$ cat src/rtl/stream_fifo_pkg.sv
// Shared defaults and sizing helpers for the stream FIFO.
package stream_fifo_pkg;

  localparam int DEF_DATA_W = 32;
  localparam int DEF_DEPTH  = 16;

  // Pointer width: address bits plus one wrap bit that tells full from empty.
  function automatic int ptr_w(input int depth);
    return $clog2(depth) + 1;
  endfunction

endpackage

$ cat src/rtl/stream_fifo_mem.sv
// DEPTH x DATA_W storage: one synchronous write port, one asynchronous read port.
module stream_fifo_mem #(
  parameter int DATA_W = 32,
  parameter int DEPTH  = 16,
  parameter int AW     = $clog2(DEPTH)
) (
  input  logic              clk,
  input  logic              we,
  input  logic [AW-1:0]     waddr,
  input  logic [DATA_W-1:0] wdata,
  input  logic [AW-1:0]     raddr,
  output logic [DATA_W-1:0] rdata
);

  logic [DATA_W-1:0] mem [DEPTH];

  // Write the incoming word into its slot.
  // NOTE: storage has no reset; the pointers alone define which entries are valid.
  always_ff @(posedge clk) begin
    if (we) mem[waddr] <= wdata;
  end

  // Head word is read combinationally so it is visible as soon as it is stored.
  assign rdata = mem[raddr];

endmodule

$ cat src/rtl/stream_fifo.sv
// Valid/ready stream FIFO with first-word fall-through, flush and level flags.
module stream_fifo
  import stream_fifo_pkg::*;
#(
  parameter int DATA_W = DEF_DATA_W,
  parameter int DEPTH  = DEF_DEPTH,
  parameter int AF_LVL = DEPTH - 2,
  parameter int AE_LVL = 2
) (
  input  logic                       clk,
  input  logic                       rst,
  input  logic                       s_valid,
  output logic                       s_ready,
  input  logic [DATA_W-1:0]          s_data,
  output logic                       m_valid,
  input  logic                       m_ready,
  output logic [DATA_W-1:0]          m_data,
  input  logic                       flush,
  output logic [$clog2(DEPTH+1)-1:0] count,
  output logic                       full,
  output logic                       empty,
  output logic                       almost_full,
  output logic                       almost_empty
);

  localparam int PW = ptr_w(DEPTH);
  localparam int AW = PW - 1;
  localparam int CW = $clog2(DEPTH + 1);

  localparam logic [CW-1:0] AF_THR = CW'(AF_LVL);
  localparam logic [CW-1:0] AE_THR = CW'(AE_LVL);

  // Reject illegal parameterisations at elaboration.
  generate
    if ((DATA_W < 1) || (DATA_W > 512)) begin : g_bad_data_w
      $error("stream_fifo: DATA_W must be in 1..512");
    end
    if ((DEPTH < 2) || ((DEPTH & (DEPTH - 1)) != 0)) begin : g_bad_depth
      $error("stream_fifo: DEPTH must be a power of two and at least 2");
    end
    if ((AF_LVL < 1) || (AF_LVL > DEPTH)) begin : g_bad_af
      $error("stream_fifo: AF_LVL must be in 1..DEPTH");
    end
    if ((AE_LVL < 0) || (AE_LVL > DEPTH - 1)) begin : g_bad_ae
      $error("stream_fifo: AE_LVL must be in 0..DEPTH-1");
    end
  endgenerate

  logic [PW-1:0] wr_ptr;
  logic [PW-1:0] rd_ptr;
  logic [PW-1:0] ptr_diff;
  logic          push;
  logic          pop;

  // Status comes only from registered pointers, so no input feeds back to a ready/valid.
  assign full     = (wr_ptr[AW-1:0] == rd_ptr[AW-1:0]) && (wr_ptr[AW] != rd_ptr[AW]);
  assign empty    = (wr_ptr == rd_ptr);
  assign s_ready  = !full;
  assign m_valid  = !empty;
  assign push     = s_valid && s_ready;
  assign pop      = m_valid && m_ready;

  // Occupancy is the modular pointer distance; it spans 0..DEPTH.
  assign ptr_diff     = wr_ptr - rd_ptr;
  assign count        = CW'(ptr_diff);
  assign almost_full  = (count >= AF_THR);
  assign almost_empty = (count <= AE_THR);

  // Pointer update: reset beats flush, flush discards any coincident push or pop.
  // NOTE: sequential state uses non-blocking assignment so every register sees pre-edge values.
  always_ff @(posedge clk) begin
    if (rst || flush) begin
      wr_ptr <= '0;
      rd_ptr <= '0;
    end else begin
      if (push) wr_ptr <= wr_ptr + PW'(1);
      if (pop)  rd_ptr <= rd_ptr + PW'(1);
    end
  end

  stream_fifo_mem #(
    .DATA_W (DATA_W),
    .DEPTH  (DEPTH),
    .AW     (AW)
  ) u_mem (
    .clk   (clk),
    .we    (push),
    .waddr (wr_ptr[AW-1:0]),
    .wdata (s_data),
    .raddr (rd_ptr[AW-1:0]),
    .rdata (m_data)
  );

endmodule

$ cat config.mk
export PLATFORM = sky130hd
export DESIGN_NAME = stream_fifo
export DESIGN_NICKNAME = d
export VERILOG_FILES = /design/src/rtl/stream_fifo_pkg.sv /design/src/rtl/stream_fifo_mem.sv /design/src/rtl/stream_fifo.sv
export SDC_FILE = /design/constraint.sdc
export NUM_CORES = 1
export LEC_CHECK = 0
export ABC_AREA = 0
export BUFFER_PORTS_ARGS = -buffer_cell sky130_fd_sc_hd__buf_4
export CORE_MARGIN = 3
export CORE_UTILIZATION = 45
export DETAILED_ROUTE_END_ITERATION = 8
export GPL_TIMING_DRIVEN = 1
export HOLD_SLACK_MARGIN = 0.12
export PLACE_DENSITY = 0.71
export SYNTH_ARGS = -nofsm -noshare
export SYNTH_HDL_FRONTEND = slang
export SYNTH_SLANG_ARGS = --single-unit
$ cat constraint.sdc
create_clock -name clk -period 8.7 [get_ports clk]
set_input_delay 1.305 -clock clk [delete_from_list [all_inputs] [get_ports clk]]
set_output_delay 1.305 -clock clk [all_outputs]
set_load 0.05 [all_outputs]
==> reports/qor.yml <==
synth:
  synth_cells: 891
  yosys_warnings: 0
  async_reset_ff_share_pct: 0
  syn_area_per_cell_um2: 22.43
  yosysUniqueCellTypes: 36
  netlist_top_cells_count: "edfxtp_1, mux4_2, a22oi_1, nand2_1, clkbuf_1"
  synth_seq_area_share_pct: 78.34
  synth_top_area_cell: "edfxtp_1"
  synth_edf_count: 512
  synth_top_area_share_pct: 76.93
  synth_area_um2: 19980
  yosysMostFrequentCell: "edfxtp_1"
  synth_area_leaders: "edfxtp_1, mux4_2, a22oi_1"
  ys.flop_type: "edfxtp_1"
  synth-seq-cells: 526
  synth_nets: 938
hold_path:
  min_from: "rd_ptr[3]$_SDFFE_PP0N_"
  hp-class: "flip-flop to flip-flop"
finish:
  diodes: 0
  drive_gt1_share_pct: 31.48
  utilization_pct: 52.82
  syn_to_final_growth_pct: 14.85
  finalNetCount: 1047
  instances_no_fill: 1627
  design_area_um2: 22950
critical_path:
  crit_type: "flip-flop to output pin"
  crit_path_max_fanout: 43
  slowest_stage: "buf_4"
  cpPeakStageDelay_ps: 770
  required_ps: 7390
  critPathLaunchType: "flip-flop"
  worstPathCellList: "buf_4 > buf_4 > mux4_2 > a22oi_1 > nand2_1 > buf_4"
  path_delay_family: "buffers and inverters"
  crit_buf_inv: 3
  endpoint_kind: "output pin"
  r2r_setup_slack_ps: 5410
  timing.rr.start: "wr_ptr[2]$_SDFFE_PP0P_"
  arrival_ps: 3900
  critPathMostFrequentCell: "buf_4"
placement:
  placed_area_um2: 21400
  hpwl_um: 21070
  io_buffers: 79
  gp_congestion: 0.7256
  placed_cells: 1531
timing:
  setup_violations: 0
  finClkSkew_ps: 14.48
  report.final.hold_viol_count: 0
  tightest_slew_ps: 1125
  relSlewSlack_pct: 24.99
  rsz0062_at_grt: "false"
  fin_setup_tns_ps: 0
  fmax_mhz: 192.2
  finalMaxSlewViolations: 0
  period_share_pct: 59.79
  period_needed_ps: 5202
global_route:
  grt_pass1_wl_um: 62800
  grt-ovfl-total: 0
  track_usage_pct: 18.04
  antenna_found_initial: 1
  grt_max_degree: 70
  grt_pass1_vias: 9781
power_and_ir_drop:
  power_uw: 5045
  power_density_nw_per_um2: 219.8
  vdd_drop_max_v: 0.0001226
  power_leakage_uw: 0.007139
clock_tree:
  clk-insertion-delay-late_ps: 590
  cts_made_buffers: 52
  cts.sinks: 526
  cts-hold-fix-buffers: 0
  cts_setup_buffers: 0
  cts_resized: 0
  cts_root_buffer: "clkbuf_16"
  clk_pin_slew_worst_paths_ps: 60
  clock_path_buffers: 3
  tritoncts: "done"
  htree_levels: 2
floorplan:
  die-area_um2: 46970
  core_area_um2: 43460
  fp-row-count: 76
  initial_core_util_pct: 45.99
  io_pins: 80
  fp.dieW_um: 216.7
  die_h_um: 216.7
run_status:
  status: "finished clean"
detailed_routing:
  wl_per_cell_um: 25.73
  drc_errors: 0
  drt_iter0_markers: 970
  first_pass_iters: 5
  ant_nets: 0
  via_count: 9296
  viasPerCell: 5.714
  drt-total-wl_um: 41860
run:
  maxCapViolations: 0
==> final timing paths <==
check | endpoint | depth (start not counted)
max | m_data[22] | 6
min | rd_ptr[3]$_SDFFE_PP0N_ | 2
max reg2reg | u_mem.mem[8][29]$_DFFE_PP_ | 6
min reg2reg | rd_ptr[3]$_SDFFE_PP0N_ | 2
==> cell usage in the layout (no fill, tap or decap), types with 2 or more instances in the layout <==
cell	synthesis	routed
nand2b_1	2	2
a21oi_1	4	4
nor2b_4	0	2
nor2_1	21	9
dfxtp_4	0	2
bufinv_16	0	2
mux4_2	128	128
clkinv_1	0	16
a21o_2	3	3
nand3_1	5	5
buf_4	9	102
edfxtp_1	512	512
clkbuf_1	24	12
xnor2_1	7	7
nor2_4	0	12
a22oi_1	64	64
nand2_1	38	38
ha_1	9	9
xor2_1	5	5
nor3_2	0	4
clkbuf_16	0	52
clkinv_2	0	11
dfxtp_1	14	12
a2111oi_2	2	2
o21ai_0	2	2
inv_1	9	9
==> power breakdown <==
part / switching [µW] / internal (µW) / leakage [µW] / total, µW
logic: 124 / 64.8 / 0.00164 / 189
registers: 5.82 / 2790 / 0.00474 / 2800
clock network: 901 / 1160 / 0.000763 / 2060
total: 1030 / 4010 / 0.00714 / 5050
==> per-stage QoR <==
| step | hold slack [ps] | worst slack (ps) |
|---|---|---|
| after detailed placement | 512.2 | 3984 |
| after global placement | 514.6 | 4018 |
| after floorplan | 465.7 | 4232 |
| final | 534.3 | 3498 |
| after global routing | 583.0 | 3113 |
| after CTS | 529.1 | 3333 |
==> kinds of logic after synthesis <==
group                    Yosys count  share of synthesized area, %
AND/OR/NAND/NOR                   78                         1.666
multiplexers                     129                         14.48
buffers and inverters             56                         1.321
XOR/XNOR                          12                        0.5259
AO/OA/AOI/OAI                     80                         3.012
adder cells (fa/ha/maj)           10                        0.6637
flip-flops                       526                         78.34
==> registers in the layout (all words and copies together) (netlist names), named ones only <==
| register | cells |
|---|---|
| u_mem.mem | 512 |
| rd_ptr | 5 |
| wr_ptr | 5 |
==> cell type report <==
cell class / count / area, µm²
tap: 585 / 732.0
fill: 3357 / 20500
clock buffer: 64 / 1346
multi-input combinational: 309 / 4204
clock inverter: 32 / 207.7
timing repair buffer: 102 / 765.7
inverter: 9 / 33.78
sequential: 526 / 15660
==> routing by layer <==
layer	share of wire, %	global-route usage, %
met4	2.2	5.253
met3	6.4	3.616
met5	0.048	0
met1	41	24.52
met2	51	30.01
==> tightest hold or removal path, cell delays in order (launching register included) <==
cell     delay [ps]
dfxtp_1         320
o21ai_0          70
a21oi_1          80
No activity file was read; power rests on OpenSTA's default activity.
